<file path="src/rtl/qu_common_pkg.sv">
// Shared back-end types and sizes.
// Perf counters in wb_arbiter are enabled by QU_WB_PERF_CNT_EN.
package qu_common;

    localparam int PHY_RF_ADDR_WIDTH = 6;
    localparam int QU_DATA_WIDTH     = 32;
    localparam int QU_NUM_FU         = 4;

    typedef struct packed {
        logic [PHY_RF_ADDR_WIDTH-1:0] rd_addr;
        logic [QU_DATA_WIDTH-1:0]     data;
    } wb_req_t;

    function automatic logic [31:0] sat_inc32(input logic [31:0] v);
        return (v == '1) ? v : v + 32'd1;
    endfunction

endpackage

</file>
<file path="src/rtl/rr_arbiter.sv">
// Round-robin arbiter: first requester at or after rr_ptr wins.
// Pointer moves past the winner only when advance is high.
module rr_arbiter #(
    parameter int NUM_REQ = 4,
    parameter int IDX_W   = (NUM_REQ > 1) ? $clog2(NUM_REQ) : 1
) (
    input  logic               clk,
    input  logic               rst,
    input  logic [NUM_REQ-1:0] req,
    input  logic               advance,
    output logic [NUM_REQ-1:0] grant,
    output logic [IDX_W-1:0]   grant_idx
);

    logic [IDX_W-1:0] rr_ptr;
    logic             found;

    always_comb begin : scan
        int j;
        j         = 0;
        found     = 1'b0;
        grant     = '0;
        grant_idx = '0;
        for (int k = 0; k < NUM_REQ; k++) begin
            j = int'(rr_ptr) + k;
            if (j >= NUM_REQ) j = j - NUM_REQ;
            if (!found && req[j]) begin
                found     = 1'b1;
                grant[j]  = 1'b1;
                grant_idx = IDX_W'(j);
            end
        end
    end

    always_ff @(posedge clk) begin
        if (rst) begin
            rr_ptr <= '0;
        end else if (advance && found) begin
            if (grant_idx == IDX_W'(NUM_REQ - 1))
                rr_ptr <= '0;
            else
                rr_ptr <= grant_idx + IDX_W'(1);
        end
    end

endmodule

</file>
<file path="src/rtl/wb_arbiter.sv">
// Writeback arbiter: round-robin over FU results into one RF/busy-table write.
// Optional counters wb_conflict_cnt/wb_stall_cnt under QU_WB_PERF_CNT_EN.
module wb_arbiter
    import qu_common::*;
#(
    parameter int NUM_FU        = QU_NUM_FU,
    parameter int RF_ADDR_WIDTH = PHY_RF_ADDR_WIDTH,
    parameter int DATA_WIDTH    = 32
) (
    input  logic                                    clk,
    input  logic                                    rst,
    input  logic [NUM_FU-1:0]                       fu_valid,
    output logic [NUM_FU-1:0]                       fu_ready,
    input  logic [NUM_FU-1:0][RF_ADDR_WIDTH-1:0]    fu_rd_addr,
    input  logic [NUM_FU-1:0][DATA_WIDTH-1:0]       fu_data,
    input  logic                                    wb_stall,
    output logic                                    rf_wr_en,
    output logic [RF_ADDR_WIDTH-1:0]                rf_rd_addr,
    output logic [DATA_WIDTH-1:0]                   rf_data_out,
    output logic                                    busy_table_wr_en,
    output logic [RF_ADDR_WIDTH-1:0]                busy_table_wr_addr,
    output logic                                    busy_table_wr_data
`ifdef QU_WB_PERF_CNT_EN
    ,
    output logic [31:0]                             wb_conflict_cnt,
    output logic [31:0]                             wb_stall_cnt
`endif
);

    localparam int IDX_W = (NUM_FU > 1) ? $clog2(NUM_FU) : 1;

    logic [NUM_FU-1:0]        grant;
    logic [IDX_W-1:0]         grant_idx;
    logic                     accept;
    logic                     wr_ok;
    logic                     out_valid;
    logic [RF_ADDR_WIDTH-1:0] out_addr;
    logic [DATA_WIDTH-1:0]    out_data;

    rr_arbiter #(
        .NUM_REQ (NUM_FU),
        .IDX_W   (IDX_W)
    ) u_rr (
        .clk       (clk),
        .rst       (rst),
        .req       (fu_valid),
        .advance   (~wb_stall),
        .grant     (grant),
        .grant_idx (grant_idx)
    );

    assign fu_ready = grant & {NUM_FU{~wb_stall}};
    assign accept   = |fu_ready;

    always_ff @(posedge clk) begin
        if (rst) begin
            out_valid <= 1'b0;
            out_addr  <= '0;
            out_data  <= '0;
        end else if (!wb_stall) begin
            out_valid <= accept;
            if (accept) begin
                out_addr <= fu_rd_addr[grant_idx];
                out_data <= fu_data[grant_idx];
            end
        end
    end

    // p0 is hardwired zero: the entry drains but never writes
    assign wr_ok = out_valid & ~wb_stall & ~rst & (out_addr != '0);

    assign rf_wr_en           = wr_ok;
    assign rf_rd_addr         = out_addr;
    assign rf_data_out        = out_data;
    assign busy_table_wr_en   = wr_ok;
    assign busy_table_wr_addr = out_addr;
    assign busy_table_wr_data = 1'b0;

`ifdef QU_WB_PERF_CNT_EN
    always_ff @(posedge clk) begin
        if (rst) begin
            wb_conflict_cnt <= '0;
            wb_stall_cnt    <= '0;
        end else begin
            if (!wb_stall && ($countones(fu_valid) >= 2))
                wb_conflict_cnt <= sat_inc32(wb_conflict_cnt);
            if (wb_stall && out_valid)
                wb_stall_cnt <= sat_inc32(wb_stall_cnt);
        end
    end
`endif

endmodule

</file>
<file path="config.mk">
export PLATFORM = sky130hd
export DESIGN_NAME = wb_arbiter
export DESIGN_NICKNAME = d
export VERILOG_FILES = /design/src/rtl/qu_common_pkg.sv /design/src/rtl/rr_arbiter.sv /design/src/rtl/wb_arbiter.sv
export SDC_FILE = /design/constraint.sdc
export NUM_CORES = 1
export LEC_CHECK = 0
export ABC_CLOCK_PERIOD_IN_PS = 6140
export CELL_PAD_IN_SITES_DETAIL_PLACEMENT = 0
export CELL_PAD_IN_SITES_GLOBAL_PLACEMENT = 1
export CORE_MARGIN = 5
export CORE_UTILIZATION = 28
export CTS_CLUSTER_DIAMETER = 150
export DETAILED_ROUTE_END_ITERATION = 10
export PLACE_DENSITY_LB_ADDON = 0.1
export RECOVER_POWER = 25
export SETUP_SLACK_MARGIN = 0.2
export SLEW_MARGIN = 30
export SYNTH_ARGS = -nofsm -noshare
export SYNTH_HDL_FRONTEND = slang
export SYNTH_SLANG_ARGS = --single-unit
export TNS_END_PERCENT = 30
</file>
<file path="constraint.sdc">
create_clock -name clk -period 6.14 [get_ports clk]
set_clock_uncertainty 0.2 [all_clocks]
set_input_delay 0.614 -clock clk [delete_from_list [all_inputs] [get_ports clk]]
set_output_delay 0.614 -clock clk [all_outputs]
set_load 0.005 [all_outputs]
</file>
==> results_dict.tcl, run 1 <==
set metrics [dict create \
    cts_htree_levels 2 \
    numCtsBuffers 5 \
    cellLeakagePower_nw 2.201 \
    drive_above_1_share_pct 11.11 \
    path_clk_slew_ps 60 \
    grt_max_degree 46 \
    rsz0062_at_grt "false" \
    hold_end "out_valid" \
    critical_path_class "reg -> out" \
    critPathRequiredTime_ps 5330 \
    clockRootBuffer "clkbuf_16" \
    rows 40 \
    cpMaxStageDelayCell "dfxtp_1" \
    vias 3300 \
    slowest_delay_ps 650 \
    grt_pass1_vias 3584 \
    die_h_microns 119.3 \
    totalNegativeSetupSlack_ps 0 \
    finalWirelength_mm 11.52 \
    max-cap-violations 0 \
    synth_fp_nets 525 \
    synth_top_cell_area_share_pct 24.52 \
    synth-seq-cells 41 \
    diodes 0 \
    hold_viol_final 0 \
    crit_path_cell_trace "inv_1, ha_1, mux2_4, mux2_2, or3b_1, a211oi_2, a211oi_1, a21oi_1, clkdlybuf4s50_1" \
    drv_slew 0 \
    numPortBuffers 208 \
    p_int_w 0.001124 \
    peakVddDrop_mv 0.1296 \
    drc_errors 0 \
    synth_most_common_cell "mux2i_1" \
    syn_to_final_growth_pct 67.36 \
    antenna_found_initial 0 \
    synth_seq_area_share_pct 24.52 \
    layout_min_cycle_time_ps 4620 \
    post_cts_resized 0 \
    cts.path.max_buffers 2 \
    post_cts_buffers 0 \
    p_sw_share_pct 33.87 \
    p_per_area_mw_per_mm2 303.5 \
    reg2reg_to "rf_data_out[0]" \
    power_frac_clock_pct 18.1 \
    grtUsageTotal_pct 15.78 \
    hp-class "reg -> reg" \
    synth_area_leaders "dfxtp_1 25%, mux2i_1 24%, mux2_2 11%" \
    status "complete, no violations" \
    cts.sinks 41 \
    r2r_slack_ps 1960 \
    grt_overflow_total 0 \
    cts_hold_buf 0 \
    async_flop_share_pct 0 \
    routabilityCongestion 0.8200 \
    fmax_mhz 216.4 \
    synth_edf_count 0 \
    start_util_pct 28.22 \
    ios 210 \
    switchingPower_w 0.0005758 \
    final_nets 702 \
    cts_tree "built" \
    core_region_area_sq_mm 0.01186 \
    final_util_pct 47.23 \
    yosys_most_used_dff "dfxtp_1" \
    syn_area_per_cell_sq_um 9.246 \
    power_w 0.001700 \
    whs_path_depth 2 \
    ys_types 41 \
    cp_max_fo 16 \
    avgViaCountPerCell 4.803 \
    hold_path.startpoint "out_valid" \
    ys_top_cells_by_count "81 x mux2i_1, 41 x dfxtp_1, 40 x nor2b_1, 38 x o22ai_1, 32 x mux2_2" \
    seqPwrFrac_pct 23.7 \
    finalSetupViolations 0 \
    slew_headroom_pct 42.11 \
    drtIter0Drc 243 \
    combPwrFrac_pct 58.2 \
    syn_inst 362 \
    yosysWarnings 0 \
    fill_cells 1134 \
    dieArea_sq_mm 0.01424 \
    crit_path_end_kind "output pin" \
    synth_area_sq_mm 0.003347 \
    arrival_ps 3810 \
    die_w_microns 119.3 \
    cp-start-kind "flip-flop" \
    wire_per_inst_microns 16.76 \
    clock_latency_ps 270 \
    fin_crit_sh_pct 75.25 \
    dpl.hpwl_mm 8.775 \
    worst-r2r-cell-count 9 \
    tightestPinTransition_ps 868.3 \
    synth_largest_area_cell "dfxtp_1" \
    dr.pass1.iters 4 \
    rr_startpoint "u_rr.rr_ptr[0]" \
    grt_pass1_wl_mm 18.37 \
    postRouteAntennaNets 0 \
]
[state kept, by name, summed over array words and instances (netlist names)]
signal              cells
rf_data_out            32
busy_table_wr_addr      6
out_valid               1
u_rr.rr_ptr             2
[metrics by stage]
stage               setup slack [ps]  area, sq um  hold slack [ps]  cells
detailed placement              1852         5425            248.2    679
global route                    1294         5602            285.1    687
finish                          1520         5602            256.6    687
CTS                             1525         5602            259.3    687
floorplan                       2597         3347            231.6    362
global placement                1917         5415            239.3    679
[cells in the final DEF (no fill, tap or decap), types with 2 or more instances in the layout]
master,n
clkdlybuf4s50_1,185
mux2i_1,81
dfxtp_1,41
nor2b_1,40
o22ai_1,38
mux2_2,32
dlygate4sd3_1,22
mux2_4,11
nor2_1,11
nand2_1,10
a21oi_1,7
o21ai_0,6
inv_1,5
nand2b_1,5
clkbuf_16,5
nor3_1,4
ha_1,4
a221oi_1,3
nand3b_1,2
buf_4,2
[routing by layer]
layer | global-route usage (%) | part of all wire [%] | up-vias
met5 | 0 | 0 | -
met4 | 3.293 | 0.80 | 0
met3 | 4.084 | 6.5 | 6
met2 | 29.00 | 52 | 111
met1 | 18.37 | 41 | 1526
li1 | - | - | 1657
[worst max-delay path by stage]
stage	start	endpoint	cells past startpoint
detailed placement	u_rr.rr_ptr[0]	fu_ready[0]	9
global placement	u_rr.rr_ptr[0]	rf_data_out[0]	9
finish	u_rr.rr_ptr[0]	fu_ready[0]	9
floorplan	u_rr.rr_ptr[1]	busy_table_wr_addr[2]	13
global route	u_rr.rr_ptr[0]	fu_ready[0]	9
CTS	u_rr.rr_ptr[0]	fu_ready[0]	9
[area by class of cell]
class / instances / area (sq um) / area share (%)
clock buffer: 6 / 138.9 / 2.479
clock inverter: 2 / 37.54 / 0.6701
inverter: 5 / 18.77 / 0.3350
multi-input combinational: 276 / 2310 / 41.23
sequential: 41 / 820.8 / 14.65
tap: 147 / 183.9 / 3.283
timing repair buffer: 210 / 2092 / 37.35
[power by group through the flow]
stage	sequential, W	combinational [W]	clock (W)
floorplan	0.000402	0.000639	0
global placement	0.000409	0.00101	0
detailed placement	0.000409	0.00102	0
CTS	0.000406	0.00103	0.000318
global route	0.000415	0.00108	0.000330
finish	0.000403	0.000989	0.000308
[cells by family (layout without fill, tap and decap cells)]
logic type | Yosys count | in the layout | synth area share, %
AOI/OAI and AO/OA | 64 | 64 | 12.30
xor gates and xnor gates | 1 | 1 | 0.2617
adders and majority gates | 4 | 4 | 1.495
buffers and inverters | 45 | 223 | 7.215
DFF | 41 | 41 | 24.52
muxes | 124 | 124 | 39.93
other | 1 | 1 | 0.1120
and+or+nand+nor | 82 | 82 | 14.17
[critical path, delay by kind of cell (launching register included)]
| kind | cells | cell delay, ps |
|---|---|---|
| simple gates | 1 | 400 |
| buf+inv | 2 | 760 |
| flops | 1 | 650 |
| mux | 2 | 670 |
| compound gates | 3 | 500 |
| fa+ha+maj | 1 | 550 |
(Power assumes the default switching activity.)
==> run 2, diff against run 1 <==
--- a/config.mk
+++ b/config.mk
@@ -5,11 +5,11 @@
 export SDC_FILE = /design/constraint.sdc
 export NUM_CORES = 1
 export LEC_CHECK = 0
-export ABC_CLOCK_PERIOD_IN_PS = 6140
+export ABC_CLOCK_PERIOD_IN_PS = 4630
 export CELL_PAD_IN_SITES_DETAIL_PLACEMENT = 0
 export CELL_PAD_IN_SITES_GLOBAL_PLACEMENT = 1
 export CORE_MARGIN = 5
-export CORE_UTILIZATION = 28
+export CORE_UTILIZATION = 26
 export CTS_CLUSTER_DIAMETER = 150
 export DETAILED_ROUTE_END_ITERATION = 10
 export PLACE_DENSITY_LB_ADDON = 0.1
==> constraint.sdc (replaced) <==
create_clock -name clk -period 4.63 [get_ports clk]
set_clock_uncertainty 0.2 [all_clocks]
set_input_delay 0.463 -clock clk [delete_from_list [all_inputs] [get_ports clk]]
set_output_delay 0.463 -clock clk [all_outputs]
set_load 0.005 [all_outputs]
==> run 2 against run 1 <==
  * Register-to-register slack got worse by 1000 ps
  * Critical path type unchanged
  * Sequential power up 31%
  * Critical endpoint unchanged
  * Power grew 34%
  * Largest cell class unchanged
  * Flip-flop and latch count unchanged
  * Hold slack worse by 1.6 ps
  * Via count up 0.82%
  * Highest routed layer unchanged
  * Critical path depth is the same
==> results_dict.tcl, run 2 (synthesis results as in run 1) <==
set metrics [dict create \
    multi_input_area_sq_mm 0.002297 \
    cts.path.max_buffers 2 \
    grt_pass1_vias 3531 \
    slew_headroom_pct 42.57 \
    critical_path_class "reg -> out" \
    drc_errors 0 \
    drtIter0Drc 137 \
    start_util_pct 26.52 \
    grt_max_degree 45 \
    hp-class "reg -> reg" \
    p_per_area_mw_per_mm2 402.1 \
    worst-r2r-cell-count 10 \
    crit_path_cell_trace "inv_1, ha_1, mux2_4, mux2_2, or3b_1, a211oi_2, a211oi_1, a21oi_1, clkdlybuf4s50_1" \
    holdWs_ps 255.0 \
    reg2reg_to "rf_data_out[27]" \
    mostFrequentLayoutCell "clkdlybuf4s50_1" \
    wire_per_inst_microns 16.41 \
    clockRootBuffer "clkbuf_16" \
    whs_path_depth 2 \
    rows 41 \
    rsz0062_at_grt "false" \
    grtUsageTotal_pct 14.94 \
    cp-start-kind "flip-flop" \
    die_w_microns 123.5 \
    numCtsBuffers 5 \
    mostFrequentLayoutCells "185 x clkdlybuf4s50_1, 81 x mux2i_1, 40 x nor2b_1, 40 x dfxtp_1, 38 x o22ai_1" \
    crit_family "buffers and inverters" \
    crit_path_end_kind "output pin" \
    status "complete, no violations" \
    fill_cells 1260 \
    avgViaCountPerCell 4.647 \
    dpl.hpwl_mm 9.181 \
    hold_viol_final 0 \
    totalNegativeSetupSlack_ps 0 \
    finalWirelength_mm 11.75 \
    cp_max_fo 16 \
    drive_above_1_share_pct 11.58 \
    final_util_pct 45.05 \
    fmax_mhz 239.1 \
    cts_htree_levels 2 \
    peakVddDrop_mv 0.1637 \
    syn_to_final_growth_pct 69.87 \
    rr_startpoint "u_rr.rr_ptr[0]" \
    numPortBuffers 208 \
    power_w 0.002286 \
    fin_crit_sh_pct 90.31 \
    critPathRequiredTime_ps 3970 \
    cts.sinks 41 \
    postRouteAntennaNets 0 \
    seq_area_sq_um 822.0 \
    r2r_slack_ps 920 \
    final_nets 706 \
    grt_overflow_total 0 \
    hold_path.startpoint "out_valid" \
    cts_tree "built" \
    max-cap-violations 0 \
    arrival_ps 3520 \
    grt_pass1_wl_mm 18.04 \
    routabilityCongestion 0.7810 \
    largest_reg_flops 32 \
    dr.pass1.iters 4 \
    diodes 0 \
    finalSetupViolations 0 \
    critical_path_buf_inv_count 2 \
    path_clk_slew_ps 50 \
    slowest_delay_ps 520 \
    cpMaxStageDelayCell "ha_1" \
    core_region_area_sq_mm 0.01262 \
    die_h_microns 123.5 \
    clock_latency_ps 270 \
    tightestPinTransition_ps 861.5 \
    hold_end "out_valid" \
    cellLeakagePower_nw 2.233 \
    vias 3327 \
    antenna_found_initial 0 \
    layout_min_cycle_time_ps 4182 \
    drv_slew 0 \
    dieArea_sq_mm 0.01524 \
    critPathLaunch "u_rr.rr_ptr[0]" \
    ios 210 \
]
[run 2: stage by stage]
| step | area [sq um] | instances | setup slack (ps) |
|---|---|---|---|
| floorplan | 3347 | 362 | 1087 |
| global placement | 5512 | 708 | 618.3 |
| detailed placement | 5512 | 708 | 549.1 |
| CTS | 5684 | 716 | 247.1 |
| global route | 5685 | 716 | 266.8 |
| finish | 5685 | 716 | 448.5 |
[run 2: worst max path at each step]
stage / slack [ps] / end / depth (start not counted)
4_1_cts: 250 / fu_ready[0] / 9
3_3_place_gp: 620 / fu_ready[0] / 9
2_1_floorplan: 1090 / busy_table_wr_addr[2] / 13
6_report: 450 / fu_ready[0] / 9
3_5_place_dp: 550 / fu_ready[0] / 9
5_1_grt: 270 / fu_ready[0] / 9
[run 2: area by class of cell]
type / instances / share of cell area, %
clock inverter: 1 / 0.5282
inverter: 5 / 0.3301
multi-input combinational: 276 / 40.40
timing repair buffer: 214 / 37.98
sequential: 41 / 14.46
clock buffer: 7 / 2.509
tap: 172 / 3.785
[run 2: metal layers]
metal  GRT usage [%]  routed length [microns]  vias to the layer above  part of all wire, %
li1                -                        -                     1672                    -
met1           18.33                     4750                     1530                   40
met2           26.23                     6004                      118                   51
met3           4.209                      893                        7                  7.6
met4           2.768                      103                        0                 0.88
met5               0                        0                        -                    0
[run 2: report_power, final]
group | internal [W] | switching [W] | total, W
sequential | 0.000464 | 0.0000633 | 0.000528
clock | 0.000269 | 0.000134 | 0.000403
combinational | 0.000789 | 0.000567 | 0.00136
total | 0.00152 | 0.000764 | 0.00229
[run 2: worst reg2reg max path: cells and delay by family (launching register included)]
family                   cells  cell delay (ps)
flip-flops                   1              500
buffers and inverters        2              350
adder cells (fa/ha/maj)      1              520
AND/OR/NAND/NOR              1              400
AO/OA/AOI/OAI                3              610
multiplexers                 3             1030
[run 2: timing repair]
item	4_1_cts	5_1_grt
gates resized for setup	0	1
setup buffers	0	0
hold buffers	0	0
endpoints found under the setup margin	0	3
==> run 3, diff against run 2 <==
==> constraint.sdc (replaced) <==
create_clock -name clk -period 4.63 [get_ports clk]
set_clock_uncertainty 0.2 [all_clocks]
set_input_delay 0.463 -clock clk [delete_from_list [all_inputs] [get_ports clk]]
set_output_delay 0.463 -clock clk [all_outputs]
set_load 0.01 [all_outputs]
==> run 3 against run 2 <==
  * Non-clock buffer count stayed put
  * First-iteration DRC count up 39%
  * Core utilization stayed put
  * Die area is the same
  * Flip-flop and latch count is the same
  * Register-to-register slack got worse by 30 ps
  * Global-route usage about the same
  * Largest cell class unchanged
  * Largest power group unchanged
==> results_dict.tcl, run 3 (synthesis results as in run 1) <==
set metrics [dict create \
    finalWirelength_mm 12.01 \
    p_per_area_mw_per_mm2 412.2 \
    dieArea_sq_mm 0.01524 \
    fin_crit_sh_pct 91.55 \
    final_nets 706 \
    postRouteAntennaNets 0 \
    critPathRequiredTime_ps 3970 \
    finalSetupViolations 0 \
    rows 41 \
    clockRootBuffer "clkbuf_16" \
    path_clk_slew_ps 50 \
    wire_per_inst_microns 16.78 \
    tightestPinTransition_ps 857.9 \
    drc_errors 0 \
    ios 210 \
    diodes 0 \
    peakVddDrop_mv 0.1624 \
    cp_max_fo 16 \
    die_h_microns 123.5 \
    grt_max_degree 45 \
    cts_tree "built" \
    fmax_mhz 235.9 \
    avgViaCountPerCell 4.663 \
    slew_headroom_pct 42.80 \
    layout_min_cycle_time_ps 4239 \
    max-cap-violations 0 \
    syn_to_final_growth_pct 69.87 \
    dr.pass1.iters 4 \
    largest_reg_flops 32 \
    mostFrequentLayoutCell "clkdlybuf4s50_1" \
    grtUsageTotal_pct 14.96 \
    vias 3339 \
    arrival_ps 3580 \
    seqPwrFrac_pct 22.4 \
    routabilityCongestion 0.8066 \
    cts.path.max_buffers 2 \
    drtIter0Drc 190 \
    combPwrFrac_pct 60.3 \
    die_w_microns 123.5 \
    fill_cells 1289 \
    cts.sinks 41 \
    switchingPower_w 0.0008196 \
    p_int_w 0.001524 \
    antenna_found_initial 0 \
    power_frac_clock_pct 17.2 \
    power_w 0.002344 \
    hold_viol_final 0 \
    numPortBuffers 208 \
    cp-start-kind "flip-flop" \
    status "complete, no violations" \
    dpl.hpwl_mm 9.286 \
    clock_latency_ps 270 \
    grt_overflow_total 0 \
    rsz0062_at_grt "false" \
    post_cts_buffers 0 \
    hp-class "reg -> reg" \
    grt_pass1_wl_mm 17.99 \
    numCtsBuffers 5 \
    seq_area_sq_um 822.0 \
    multi_input_area_sq_mm 0.002297 \
    cts_htree_levels 2 \
    p_sw_share_pct 34.97 \
    start_util_pct 26.52 \
    totalNegativeSetupSlack_ps 0 \
    drive_above_1_share_pct 11.58 \
    critical_path_class "reg -> out" \
    core_region_area_sq_mm 0.01262 \
    mostFrequentLayoutCells "185 x clkdlybuf4s50_1, 81 x mux2i_1, 40 x nor2b_1, 40 x dfxtp_1, 38 x o22ai_1" \
    grt_pass1_vias 3486 \
    crit_path_end_kind "output pin" \
    drv_slew 0 \
    cellLeakagePower_nw 2.233 \
]
## run 3: final cells by class
class / count / share of cell area, %
clock inverters: 1 / 0.5282
repair buffers: 214 / 37.98
well taps: 172 / 3.785
clock buffers: 7 / 2.509
flip-flops and latches: 41 / 14.46
inverters: 5 / 0.3301
multi-input cells: 276 / 40.40
## run 3: power groups by stage
stage	Sequential (W)	Clock, W	Combinational (W)
floorplan	0.000573	0	0.000857
global placement	0.000534	0	0.00145
detailed placement	0.000534	0	0.00146
CTS	0.000530	0.000417	0.00146
global route	0.000545	0.000435	0.00153
finish	0.000526	0.000404	0.00141
## run 3: worst paths after layout
kind	start	end	slack, ps	cells after the start
max	u_rr.rr_ptr[0]	fu_ready[0]	390	9
min reg2reg	out_valid	out_valid	260	2
min	out_valid	out_valid	260	2
max reg2reg	u_rr.rr_ptr[0]	rf_data_out[27]	890	10
## run 3: what timing repair did
action	4_1_cts	5_1_grt
hold buffers	0	0
resized for setup	0	1
setup endpoints to repair	0	4
## run 3: worst max-delay path, stage by stage, from the launching register on
cell             delay, ps
dfxtp_2                500
inv_1                  170
ha_1                   520
mux2_4                 340
mux2_2                 330
or3b_1                 420
a211oi_2               230
a211oi_1                90
a21oi_1                140
clkdlybuf4s50_1        560
## run 3: per-layer routing
metal	wire [microns]	global-route usage [%]
met2	6115	26.78
met5	0	0
met1	4806	17.66
met3	976	4.529
met4	112	2.976
## run 3: through the flow
stage          hold WS (ps)  utilization (%)  setup slack, ps  area [sq um]  std cells
6_report              264.0            45.05            391.0          5685        716
5_1_grt               300.6            45.05            204.7          5685        716
4_1_cts               267.6            45.04            207.2          5684        716
3_5_place_dp          256.8            43.67            506.7          5512        708
3_3_place_gp          239.3            43.67            596.5          5512        708
2_1_floorplan         231.6                -             1087          3347        362
